$ cat src/rtl/game_flow_ctrl.sv
// Game-flow sequencer for the 100-floors game.
// Owns run state, lives, hit cooldown, speed ramp and frame strobe.
module game_flow_ctrl #(
    parameter int LIVES          = 4,
    parameter int HIT_COOLDOWN   = 30,
    parameter int VBLANK_LINE    = 600,
    parameter int SPEED_STEP_SEC = 10,
    parameter int MAX_SPEED      = 7
) (
    input  logic       clk_50m,
    input  logic       rst,
    input  logic       start_btn,
    input  logic       pause,
    input  logic [9:0] vector_y,
    input  logic       sec_tick,
    input  logic       hit_spike,
    input  logic       fell_off,
    input  logic       heal,
    output logic [1:0] state,
    output logic       frame_en,
    output logic [2:0] scroll_speed,
    output logic [2:0] lives,
    output logic       invuln,
    output logic       endgame,
    output logic [1:0] sound_req
);

    typedef enum logic [1:0] {
        S_IDLE   = 2'd0,
        S_RUN    = 2'd1,
        S_PAUSED = 2'd2,
        S_OVER   = 2'd3
    } state_t;

    localparam logic [2:0] LIVES_INIT = 3'(LIVES);
    localparam logic [5:0] COOL_INIT  = 6'(HIT_COOLDOWN);
    localparam logic [9:0] VB_LINE    = 10'(VBLANK_LINE);
    localparam logic [7:0] SEC_LAST   = 8'(SPEED_STEP_SEC - 1);
    localparam logic [2:0] SPEED_MAX  = 3'(MAX_SPEED);

    localparam logic [1:0] SND_NONE = 2'd0;
    localparam logic [1:0] SND_HIT  = 2'd1;
    localparam logic [1:0] SND_HEAL = 2'd2;
    localparam logic [1:0] SND_OVER = 2'd3;

    state_t      state_q;
    logic        start_d;
    logic [9:0]  vy_d;
    logic [5:0]  cooldown;
    logic [7:0]  sec_cnt;

    logic        start_rise;
    logic        vblank_edge;
    logic        hit_ok;
    logic        heal_ok;

    assign state       = state_q;
    assign start_rise  = start_btn & ~start_d;
    assign vblank_edge = (vector_y == VB_LINE) && (vy_d != VB_LINE);
    assign hit_ok      = hit_spike & ~invuln;
    assign heal_ok     = heal && (lives < LIVES_INIT);

    // History registers for start-button edge and scan-line change detect
    always_ff @(posedge clk_50m) begin
        if (rst) begin
            start_d <= 1'b0;
            vy_d    <= 10'd0;
        end else begin
            start_d <= start_btn;
            vy_d    <= vector_y;
        end
    end

    // Main game-flow state machine with registered outputs
    always_ff @(posedge clk_50m) begin
        if (rst) begin
            state_q      <= S_IDLE;
            lives        <= LIVES_INIT;
            scroll_speed <= 3'd1;
            invuln       <= 1'b0;
            cooldown     <= 6'd0;
            sec_cnt      <= 8'd0;
            endgame      <= 1'b0;
            frame_en     <= 1'b0;
            sound_req    <= SND_NONE;
        end else begin
            sound_req <= SND_NONE;
            frame_en  <= vblank_edge && (state_q == S_RUN);

            unique case (state_q)
                S_IDLE: begin
                    if (start_rise) begin
                        state_q <= S_RUN;
                    end
                end

                S_RUN: begin
                    // Cooldown counts frames, not clock cycles
                    if (frame_en && (cooldown != 6'd0)) begin
                        cooldown <= cooldown - 6'd1;
                        invuln   <= (cooldown != 6'd1);
                    end

                    // Difficulty ramp on whole seconds of play
                    if (sec_tick) begin
                        if (sec_cnt == SEC_LAST) begin
                            sec_cnt <= 8'd0;
                            if (scroll_speed < SPEED_MAX) begin
                                scroll_speed <= scroll_speed + 3'd1;
                            end
                        end else begin
                            sec_cnt <= sec_cnt + 8'd1;
                        end
                    end

                    if (fell_off) begin
                        lives     <= 3'd0;
                        state_q   <= S_OVER;
                        endgame   <= 1'b1;
                        sound_req <= SND_OVER;
                    end else if (pause) begin
                        state_q <= S_PAUSED;
                    end else if (hit_ok) begin
                        if (lives == 3'd1) begin
                            lives     <= 3'd0;
                            state_q   <= S_OVER;
                            endgame   <= 1'b1;
                            sound_req <= SND_OVER;
                        end else begin
                            lives     <= lives - 3'd1;
                            cooldown  <= COOL_INIT;
                            invuln    <= 1'b1;
                            sound_req <= SND_HIT;
                        end
                    end else if (heal_ok) begin
                        lives     <= lives + 3'd1;
                        sound_req <= SND_HEAL;
                    end
                end

                S_PAUSED: begin
                    if (!pause) begin
                        state_q <= S_RUN;
                    end
                end

                S_OVER: begin
                    // Back to a fresh game; a new press is needed to run
                    if (start_rise) begin
                        state_q      <= S_IDLE;
                        lives        <= LIVES_INIT;
                        scroll_speed <= 3'd1;
                        invuln       <= 1'b0;
                        cooldown     <= 6'd0;
                        sec_cnt      <= 8'd0;
                        endgame      <= 1'b0;
                    end
                end
            endcase
        end
    end

endmodule

$ cat config.mk
export PLATFORM = sky130hd
export DESIGN_NAME = game_flow_ctrl
export DESIGN_NICKNAME = d
export VERILOG_FILES = /design/src/rtl/game_flow_ctrl.sv
export SDC_FILE = /design/constraint.sdc
export NUM_CORES = 1
export LEC_CHECK = 0
export BUFFER_PORTS_ARGS = -buffer_cell sky130_fd_sc_hd__buf_2
export CORE_MARGIN = 1.5
export CORE_UTILIZATION = 35
export CTS_BUF_LIST = sky130_fd_sc_hd__clkbuf_4 sky130_fd_sc_hd__clkbuf_8 sky130_fd_sc_hd__clkbuf_16
export DETAILED_ROUTE_END_ITERATION = 8
export GPL_ROUTABILITY_DRIVEN = 0
export PLACE_DENSITY = 0.6
export SETUP_SLACK_MARGIN = 0.15
export SLEW_MARGIN = 20
export SYNTH_ARGS = -nofsm -noshare
export SYNTH_HDL_FRONTEND = slang
export SYNTH_SLANG_ARGS = --single-unit
$ cat constraint.sdc
create_clock -name clk_50m -period 1.4 [get_ports clk_50m]
set_input_delay 0.21 -clock clk_50m [delete_from_list [all_inputs] [get_ports clk_50m]]
set_output_delay 0.21 -clock clk_50m [all_outputs]
set_load 0.1 [all_outputs]
==> reports/qor.csv, run 1 <==
metric,value,unit
cp_slowest_cell,dfxtp_4,
grt_overflow,0,
dr_total_vias,1840,
worstSetupPathType,flop to flop,
maxSlewViolCount,0,
violations,negative setup slack,
r2r_setup_slack,-0.004,ns
grt.total_usage,16.9,%
syn_inst,214,
min-delay-start,vector_y[9],
dieArea,5860,sq um
fillCellCount,440,
crit_arrival,1.59,ns
crit_fanout,7,
max_stage_delay,0.36,ns
antenna_found_initial,0,
syn_area_per_cell,8.85,sq um
top_usage_layer,met2,
grt_pass1_wl,7980,um
clkLatencyLatePin,0.30,ns
rows,26,
n_antenna_cell,0,
die_w,76.5,um
finalSetupViolations,1,
critPathTopFamily,simple AND/OR/NAND/NOR gates,
max_freq,712,MHz
synthArstFlopShare,0,%
drv_cap,0,
worstRegToRegCells,6,
powerDensity,932,nW/um^2
crit_path_cell_trace,and2b_4 -> a21oi_4 -> buf_12 -> nor4b_4 -> xnor2_1 -> nor2_2,
io-pin-count,31,
final.setup_skew,0.00909,ns
cts.sink_count,38,
synth_nets,241,
finalCriticalPeriod,1.40,ns
drc,0,
fp.coreArea,5170,sq um
routed_wl,4780,um
synth.distinct_cells,49,
synth_edf_count,0,
cts_htree_levels,2,
drtAntennaViolNets,0,
critical_path_buf_inv_count,1,
cts_root_buffer,clkbuf_8,
area_delta_synth_final,55.8,%
ir_drop,407,uV
drtIter0Drc,58,
reg2reg_from,state[1]$_SDFFE_PP0P_,
hpwl,3250,um
port_buffers,30,
postCtsHoldBufs,0,
ys.flop_type,dfxtp_1,
hold_end,vy_d[9]$_SDFF_PP0_,
grt_pass1_vias,1809,
cts_tree,yes,
grt_use_met2,30.2,%
multiInputGateArea,1320,sq um
post_drt_wl_per_cell,13.3,um
cp-start-kind,flop,
first_pass_iters,5,
yosysWarningCount,0,
tightest_slew,0.483,ns
hold_class,input port to flop,
start_util,36.6,%
clk_pin_slew,0.08,ns
worstReg2RegEnd,sec_cnt[7]$_SDFFE_PP0P_,
final_util,57.0,%
outcome,finished with violations,
fin_nets,315,
ys_seq_area_share,40.2,%
hold_violations,0,
use_met1,19.2,%
cp.required,1.59,ns
via_per_inst,5.13,
seqCellArea,803,sq um
hold-path-cell-count,2,
endpoint_kind,flop,
ys_ff_latch,38,
critPathLaunch,state[1]$_SDFFE_PP0P_,
relSlewSlack,68.0,%
rsz0062_at_grt,yes,
fin_hold_ws,0.137,ns
cts_buffers,5,
leakage,1.20,nW
met3_usage,4.19,%
period_share,100,%
die_h,76.5,um
grt_max_degree,15,
layout_setup_ws,-0.00449,ns
syn_area,1890,sq um
clockBufferDepth,2,
drive_gt1_share,50.9,%
placed cells by master (no fill, tap or decap), types with 3 or more instances in the layout:
| master | netlist | layout |
|---|---|---|
| buf_4 | 1 | 45 |
| nor2_1 | 25 | 23 |
| dfxtp_1 | 38 | 22 |
| buf_2 | 3 | 18 |
| nand2_1 | 16 | 14 |
| nor2b_1 | 12 | 12 |
| dfxtp_4 | 0 | 9 |
| nand4_1 | 7 | 7 |
| dfxtp_2 | 0 | 7 |
| a21oi_1 | 8 | 6 |
| xor2_1 | 6 | 6 |
| buf_6 | 0 | 6 |
| o21ai_1 | 1 | 5 |
| nand3b_1 | 5 | 5 |
| ha_1 | 9 | 5 |
| clkbuf_8 | 0 | 5 |
| inv_2 | 0 | 4 |
| nor3_2 | 0 | 4 |
| nand3_1 | 4 | 4 |
| nand2b_4 | 0 | 3 |
| and3_1 | 3 | 3 |
| nand2b_1 | 7 | 3 |
| a31oi_1 | 5 | 3 |
| nor4bb_1 | 3 | 3 |
| ha_4 | 0 | 3 |
| buf_12 | 0 | 3 |
synth_stat cells (2+ instances only):
library cell	n	area share, %
dfxtp_1	38	40
nor2_1	25	5.0
nand2_1	16	3.2
nor2b_1	12	4.0
ha_1	9	5.9
a21oi_1	8	2.1
o21ai_0	8	2.1
inv_1	7	1.4
nand2b_1	7	2.3
nand4_1	7	2.3
nor3_1	6	1.6
xor2_1	6	2.8
a31oi_1	5	1.7
nand3b_1	5	2.0
nand3_1	4	1.1
and3_1	3	0.99
buf_2	3	0.79
clkbuf_1	3	0.59
nor4bb_1	3	1.6
o21a_1	3	1.2
nor3b_1	2	0.79
nor4b_4	2	2.5
o21bai_1	2	0.79
o311ai_0	2	0.93
o31ai_1	2	0.79
or3_1	2	0.66
xnor2_1	2	0.93
worst max path at each step:
stage / depth (start not counted) / end / slack [ns]
global placement: 7 / sec_cnt[7]$_SDFFE_PP0P_ / -0.02
floorplan: 6 / sec_cnt[7]$_SDFFE_PP0P_ / -0.14
detailed placement: 7 / sec_cnt[7]$_SDFFE_PP0P_ / -0.09
CTS: 6 / sec_cnt[7]$_SDFFE_PP0P_ / 0.004
global route: 7 / cooldown[5]$_SDFFE_PP0P_ / -0.07
finish: 6 / sec_cnt[7]$_SDFFE_PP0P_ / -0.004
report_power, final:
group / switching [mW] / internal, mW / total, mW / leakage [nW]
Sequential: 0.0276 / 1.11 / 1.14 / 0.319
Clock: 0.420 / 0.571 / 0.991 / 0.0647
Combinational: 0.353 / 0.265 / 0.619 / 0.816
sequential cells by signal (all words and copies together), names as in the netlist, 2 cells and up:
| signal | cells |
|---|---|
| sound_req | 2 |
| scroll_speed | 3 |
| vy_d | 10 |
| cooldown | 6 |
| lives | 3 |
| sec_cnt | 8 |
| state | 2 |
metrics by stage:
stage                     area (sq um)  total power, mW  setup slack [ns]  TNS (ns)  instances
final                             2950             2.75          -0.00449  -0.00449        359
after global routing              2950             2.85           -0.0653    -0.481        359
after floorplan                   1990             1.49            -0.144     -1.35        214
after CTS                         2800             2.70           0.00365         0        352
after detailed placement          2450             1.67           -0.0884    -0.563        338
after global placement            2450             1.66           -0.0200    -0.123        338
routing by layer:
metal	part of all wire (%)	routed length [um]	vias to the layer above
li1	-	-	914
met1	43	2050	859
met2	50	2410	57
met3	4.9	236	10
met4	1.7	80	0
met5	0	0	-
logic make-up (layout without fill, tap and decap cells):
group	Yosys count	after routing	share of synthesized area (%)
adder cells (fa/ha/maj)	9	9	5.95
AND/OR/NAND/NOR	102	102	31.5
AO/OA/AOI/OAI	42	42	14.9
multiplexers	1	1	0.529
XOR/XNOR	8	8	3.70
flip-flops	38	38	40.2
buffers and inverters	14	89	3.17
layout make-up:
class                      instances  area share, %
tap                               70           2.97
inverter                           7           1.06
sequential                        38           27.2
clock buffer                       7           4.03
timing repair buffer              74           19.6
multi-input combinational        162           44.8
clock inverter                     1          0.297
what timing repair did:
action	in CTS	in global routing
setup buffers	6	7
pin swaps	28	18
gates cloned	0	0
gates resized for setup	54	20
endpoints found under the setup margin	32	26
No activity file was read; power rests on OpenSTA's default activity.
==> run 2: changes to the inputs <==
- CORE_UTILIZATION: 35 -> 50
- PLACE_DENSITY: 0.6 -> 0.79
==> run 2 against run 1 <==
The run still ends with negative setup slack left. Critical path depth up 2. Routed wire length rose by 34%. Global-route usage up 9.6 points. Cell count shrank 8.4%. Count of clock-buffer cells in the layout is 1 higher. Die area is 29% lower. First-iteration DRC count rose to 2.6 times the previous value. Sequential share of layout area down 0.19 points. Core utilization rose by 25 points. Combinational power grew 6.5%. Clock skew increased by 0.0045 ns. Highest routed layer unchanged.
==> reports/qor.csv, run 2 (same netlist as run 1, synthesis figures left out) <==
metric,value,unit
outcome,finished with violations,
violations,negative setup slack,
die_w,64.5,um
io-pin-count,31,
cp_slowest_cell,dfxtp_4,
final_cell_mix,"34 x buf_4, 22 x nor2_1, 21 x dfxtp_1, 17 x buf_2",
rows,22,
postCtsHoldBufs,0,
critPathLaunch,lives[1]$_SDFFE_PP0P_,
cts_htree_levels,2,
via_per_inst,5.99,
relSlewSlack,71.8,%
start_util,51.7,%
drv_cap,0,
grt_pass1_wl,8490,um
n_antenna_cell,0,
fp.coreArea,3660,sq um
layout_commonest_cell,buf_4,
hold_violations,0,
place_area,2310,sq um
crit_fanout,3,
drtIter0Drc,150,
dr_wl_met3,353,um
die_h,64.5,um
hpwl,3140,um
regMostFlops,vy_d,
grt_overflow,0,
maxSlewViolCount,0,
area_delta_synth_final,57.7,%
grt_pass1_vias,1850,
endpoint_kind,flop,
dieArea,4160,sq um
top_layer_used,met4,
max_stage_delay,0.37,ns
powerDensity,959,nW/um^2
crit_arrival,1.81,ns
reg2reg_from,lives[1]$_SDFFE_PP0P_,
final.setup_skew,0.0136,ns
clkLatencyLatePin,0.31,ns
worstSetupPathType,flop to flop,
worstReg2RegEnd,cooldown[5]$_SDFFE_PP0P_,
drtAntennaViolNets,0,
max_freq,620,MHz
fin_hold_ws,0.126,ns
layout_setup_ws,-0.214,ns
cts.sink_count,38,
cts_root_buffer,clkbuf_8,
first_pass_iters,4,
drc,0,
wl_met2,3230,um
final_cell_area,2990,sq um
post_drt_wl_per_cell,19.4,um
cts_tree,yes,
ir_drop,757,uV
clockBufferDepth,2,
period_share,115,%
place_inst,304,
cp-start-kind,flop,
leakage,1.19,nW
drt-met1-wl,2550,um
finalCriticalPeriod,1.61,ns
rsz0062_at_grt,yes,
routed_wl,6390,um
crit_path_cell_trace,inv_4 -> ha_4 -> nand2b_4 -> nor4b_4 -> buf_4 -> nor3b_2 -> o21ai_1 -> o41ai_2,
cp.required,1.60,ns
dr_total_vias,1970,
port_buffers,30,
r2r_setup_slack,-0.21,ns
reg.largest.list,"vy_d x10, sec_cnt x8, cooldown x6",
grt_max_degree,19,
hold_class,input port to flop,
cts_buffers,5,
worstRegToRegCells,8,
setup.worst_path.end,cooldown[5]$_SDFFE_PP0P_,
grt.total_usage,26.5,%
tightest_slew,0.417,ns
clk_pin_slew,0.09,ns
largest_reg_flops,10,
antenna_found_initial,0,
drive_gt1_share,54.1,%
finalSetupViolations,9,
fin_nets,307,
fin_cells,329,
run 2: per-stage QoR:
step	power (mW)	worst slack (ns)	utilization, %	setup TNS, ns
CTS	2.73	-0.0135	76.4	-0.0196
finish	2.86	-0.214	81.5	-0.550
global placement	1.60	-0.0207	63.0	-0.115
floorplan	1.49	-0.144	-	-1.35
global route	2.95	-0.260	81.5	-1.26
detailed placement	1.61	-0.108	63.0	-0.702
run 2: repair_timing:
item	CTS	global route
gates resized for setup	62	39
endpoints found under the setup margin	32	30
buffers inserted	14	3
pin swaps	31	16
run 2: per-layer routing:
| layer | vias to the layer above | track usage, % |
|---|---|---|
| met5 | - | 0 |
| met4 | 0 | 10.6 |
| met3 | 22 | 4.86 |
| met2 | 97 | 48.3 |
| met1 | 957 | 30.4 |
| li1 | 894 | - |
run 2: layout make-up:
type / instances / area, sq um
fillers: 210 / 676
clock buffers: 8 / 133
repair buffers: 66 / 528
multi-input cells: 162 / 1420
inverters: 7 / 38.8
well taps: 48 / 60.1
flip-flops and latches: 38 / 807
run 2: worst min path at each step:
stage,startpoint,endpoint,cells past startpoint
after floorplan,fell_off,lives[1]$_SDFFE_PP0P_,1
after global placement,vy_d[4]$_SDFF_PP0_,frame_en$_SDFF_PP0_,1
after detailed placement,vector_y[6],vy_d[6]$_SDFF_PP0_,2
after CTS,vector_y[6],vy_d[6]$_SDFF_PP0_,2
after global routing,vector_y[6],vy_d[6]$_SDFF_PP0_,2
final,vector_y[6],vy_d[6]$_SDFF_PP0_,2
run 2: power breakdown:
group          total [mW]  internal (mW)  switching [mW]
clock network        1.06          0.617           0.442
registers            1.15           1.11          0.0333
logic               0.659          0.267           0.392
total                2.86           2.00           0.867
run 2: worst max-delay path, delay by kind of cell, from the launching register on:
kind / cells / cell delay (ns)
flip-flops: 1 / 0.37
buffers and inverters: 2 / 0.26
AND/OR/NAND/NOR: 3 / 0.42
adder cells (fa/ha/maj): 1 / 0.16
AO/OA/AOI/OAI: 2 / 0.31
==> run 3: changes to the inputs <==
- CORE_UTILIZATION: 50 -> 55
- PLACE_DENSITY: 0.79 -> 0.82
- clock period: 1.4 -> 1.8 ns (I/O delays scaled with it)
==> run 3 against run 2 <==
Critical path type unchanged. Largest power group unchanged. Worst setup slack improved by 0.47 ns. Global-route usage decreased by 4.5 points. Fmax increased by 4.6%. Cell area decreased by 26%. The flow now finishes without violations. Largest cell class unchanged.
==> reports/qor.csv, run 3 (same netlist as run 1, synthesis figures left out) <==
metric,value,unit
hpwl,2840,um
powerDensity,760,nW/um^2
leakage,0.915,nW
crit_arrival,1.78,ns
hold_violations,0,
cp-start-kind,flop,
finalCriticalPeriod,1.54,ns
fin_nets,277,
reg.largest.list,"vy_d x10, sec_cnt x8, cooldown x6",
place_inst,286,
tightest_slew,0.479,ns
totalNegativeSetupSlack,0,ns
grt.total_usage,22.1,%
antenna_found_initial,0,
worstSetupPathType,flop to flop,
clk_pin_slew,0.11,ns
grt_pass1_wl,6180,um
final_util,66.9,%
final_cell_area,2210,sq um
cp_slowest_cell,dfxtp_2,
endpoint_kind,flop,
place_area,2110,sq um
fp.coreArea,3310,sq um
port_buffers,30,
cts_root_buffer,clkbuf_4,
n_antenna_cell,0,
die_w,61.7,um
drtIter0Drc,96,
critical_path_buf_inv_count,0,
rows,21,
cts_buffers,5,
layout_commonest_cell,buf_2,
multiInputGateArea,1090,sq um
die_h,61.7,um
outcome,completed,
fin_cells,297,
first_pass_iters,4,
ir_drop,500,uV
cp.required,2.04,ns
dieArea,3800,sq um
finalSetupViolations,0,
regMostFlops,vy_d,
final_cell_mix,"30 x buf_2, 25 x nor2_1, 25 x dfxtp_1, 16 x nand2_1, 12 x nor2b_1",
grt_max_degree,19,
rsz0062_at_grt,no,
dr_total_vias,1635,
max_freq,648,MHz
cts.sink_count,38,
post_drt_wl_per_cell,12.9,um
crit_path_cell_trace,ha_1 -> and4bb_2 -> a31oi_2 -> nor3b_1 -> xnor2_1 -> nor2_1,
hold_class,input port to flop,
clkLatencyLatePin,0.35,ns
largest_reg_flops,10,
period_share,85.8,%
crit_fanout,7,
area_delta_synth_final,17.0,%
final.setup_skew,0.0109,ns
grt_overflow,0,
drv_cap,0,
drc,0,
cts_htree_levels,2,
max_stage_delay,0.40,ns
drive_gt1_share,27.1,%
seqCellArea,785,sq um
start_util,57.2,%
via_per_inst,5.51,
drtAntennaViolNets,0,
relSlewSlack,67.9,%
grt_pass1_vias,1396,
routed_wl,3820,um
clockBufferDepth,2,
maxSlewViolCount,0,
fillCellCount,301,
io-pin-count,31,
critPathTopFamily,simple AND/OR/NAND/NOR gates,
cts_tree,yes,
==> run 3: cell count changes in the layout (fill, tap and decap cells not counted), moves of 5 or more <==
| cell | previous run | this run |
|---|---|---|
| o21ai_0 | 2 | 7 |
| buf_2 | 17 | 30 |
| dfxtp_4 | 10 | 3 |
| clkbuf_8 | 6 | 1 |
| buf_4 | 34 | 6 |
| buf_6 | 10 | 0 |
| inv_1 | 2 | 7 |
==> run 3: metrics by stage <==
step	power, mW	hold slack, ns	worst slack, ns
final	1.68	0.142	0.256
after global routing	1.77	0.131	0.151
after CTS	1.69	0.133	0.150
after detailed placement	1.22	0.436	0.182
after global placement	1.21	0.425	0.232
after floorplan	1.15	0.363	0.152
==> run 3: cell type report <==
cell class / instances / area share (%)
Inverter: 7 / 1.19
Sequential cell: 38 / 35.4
Timing Repair Buffer: 36 / 8.81
Tap cell: 46 / 2.60
Multi-Input combinational cell: 162 / 49.1
Clock buffer: 7 / 2.66
Clock inverter: 1 / 0.226
==> run 3: timing repair <==
item / in CTS / in global routing
gates resized for setup: 0 / 7
buffers inserted: 0 / 3
setup endpoints to repair: 0 / 13
hold buffers: 0 / 0
hold endpoints to repair: 0 / 0
==> run 3: path summary, 6_finish.rpt <==
check | startpoint | end | slack, ns | depth (start not counted)
worst min register to register | vy_d[4]$_SDFF_PP0_ | frame_en$_SDFF_PP0_ | 0.46 | 1
worst max-delay path | sec_cnt[0]$_SDFFE_PP0P_ | scroll_speed[2]$_SDFFE_PP0P_ | 0.26 | 6
worst min-delay path | vector_y[4] | vy_d[4]$_SDFF_PP0_ | 0.14 | 2
worst max register to register | sec_cnt[0]$_SDFFE_PP0P_ | scroll_speed[2]$_SDFFE_PP0P_ | 0.26 | 6
==> run 3: where the power goes <==
part	internal, mW	total (mW)	leakage (nW)	switching, mW
combinational	0.0940	0.301	0.560	0.207
sequential	0.872	0.904	0.315	0.0316
clock	0.204	0.478	0.0387	0.273
total	1.17	1.68	0.915	0.512
==> run 3: metal layers <==
layer	GRT usage, %	wire, um	share of wire (%)
met5	0	0	0
met4	9.12	81	2.1
met3	7.77	167	4.4
met2	32.3	1720	45
met1	29.5	1850	48
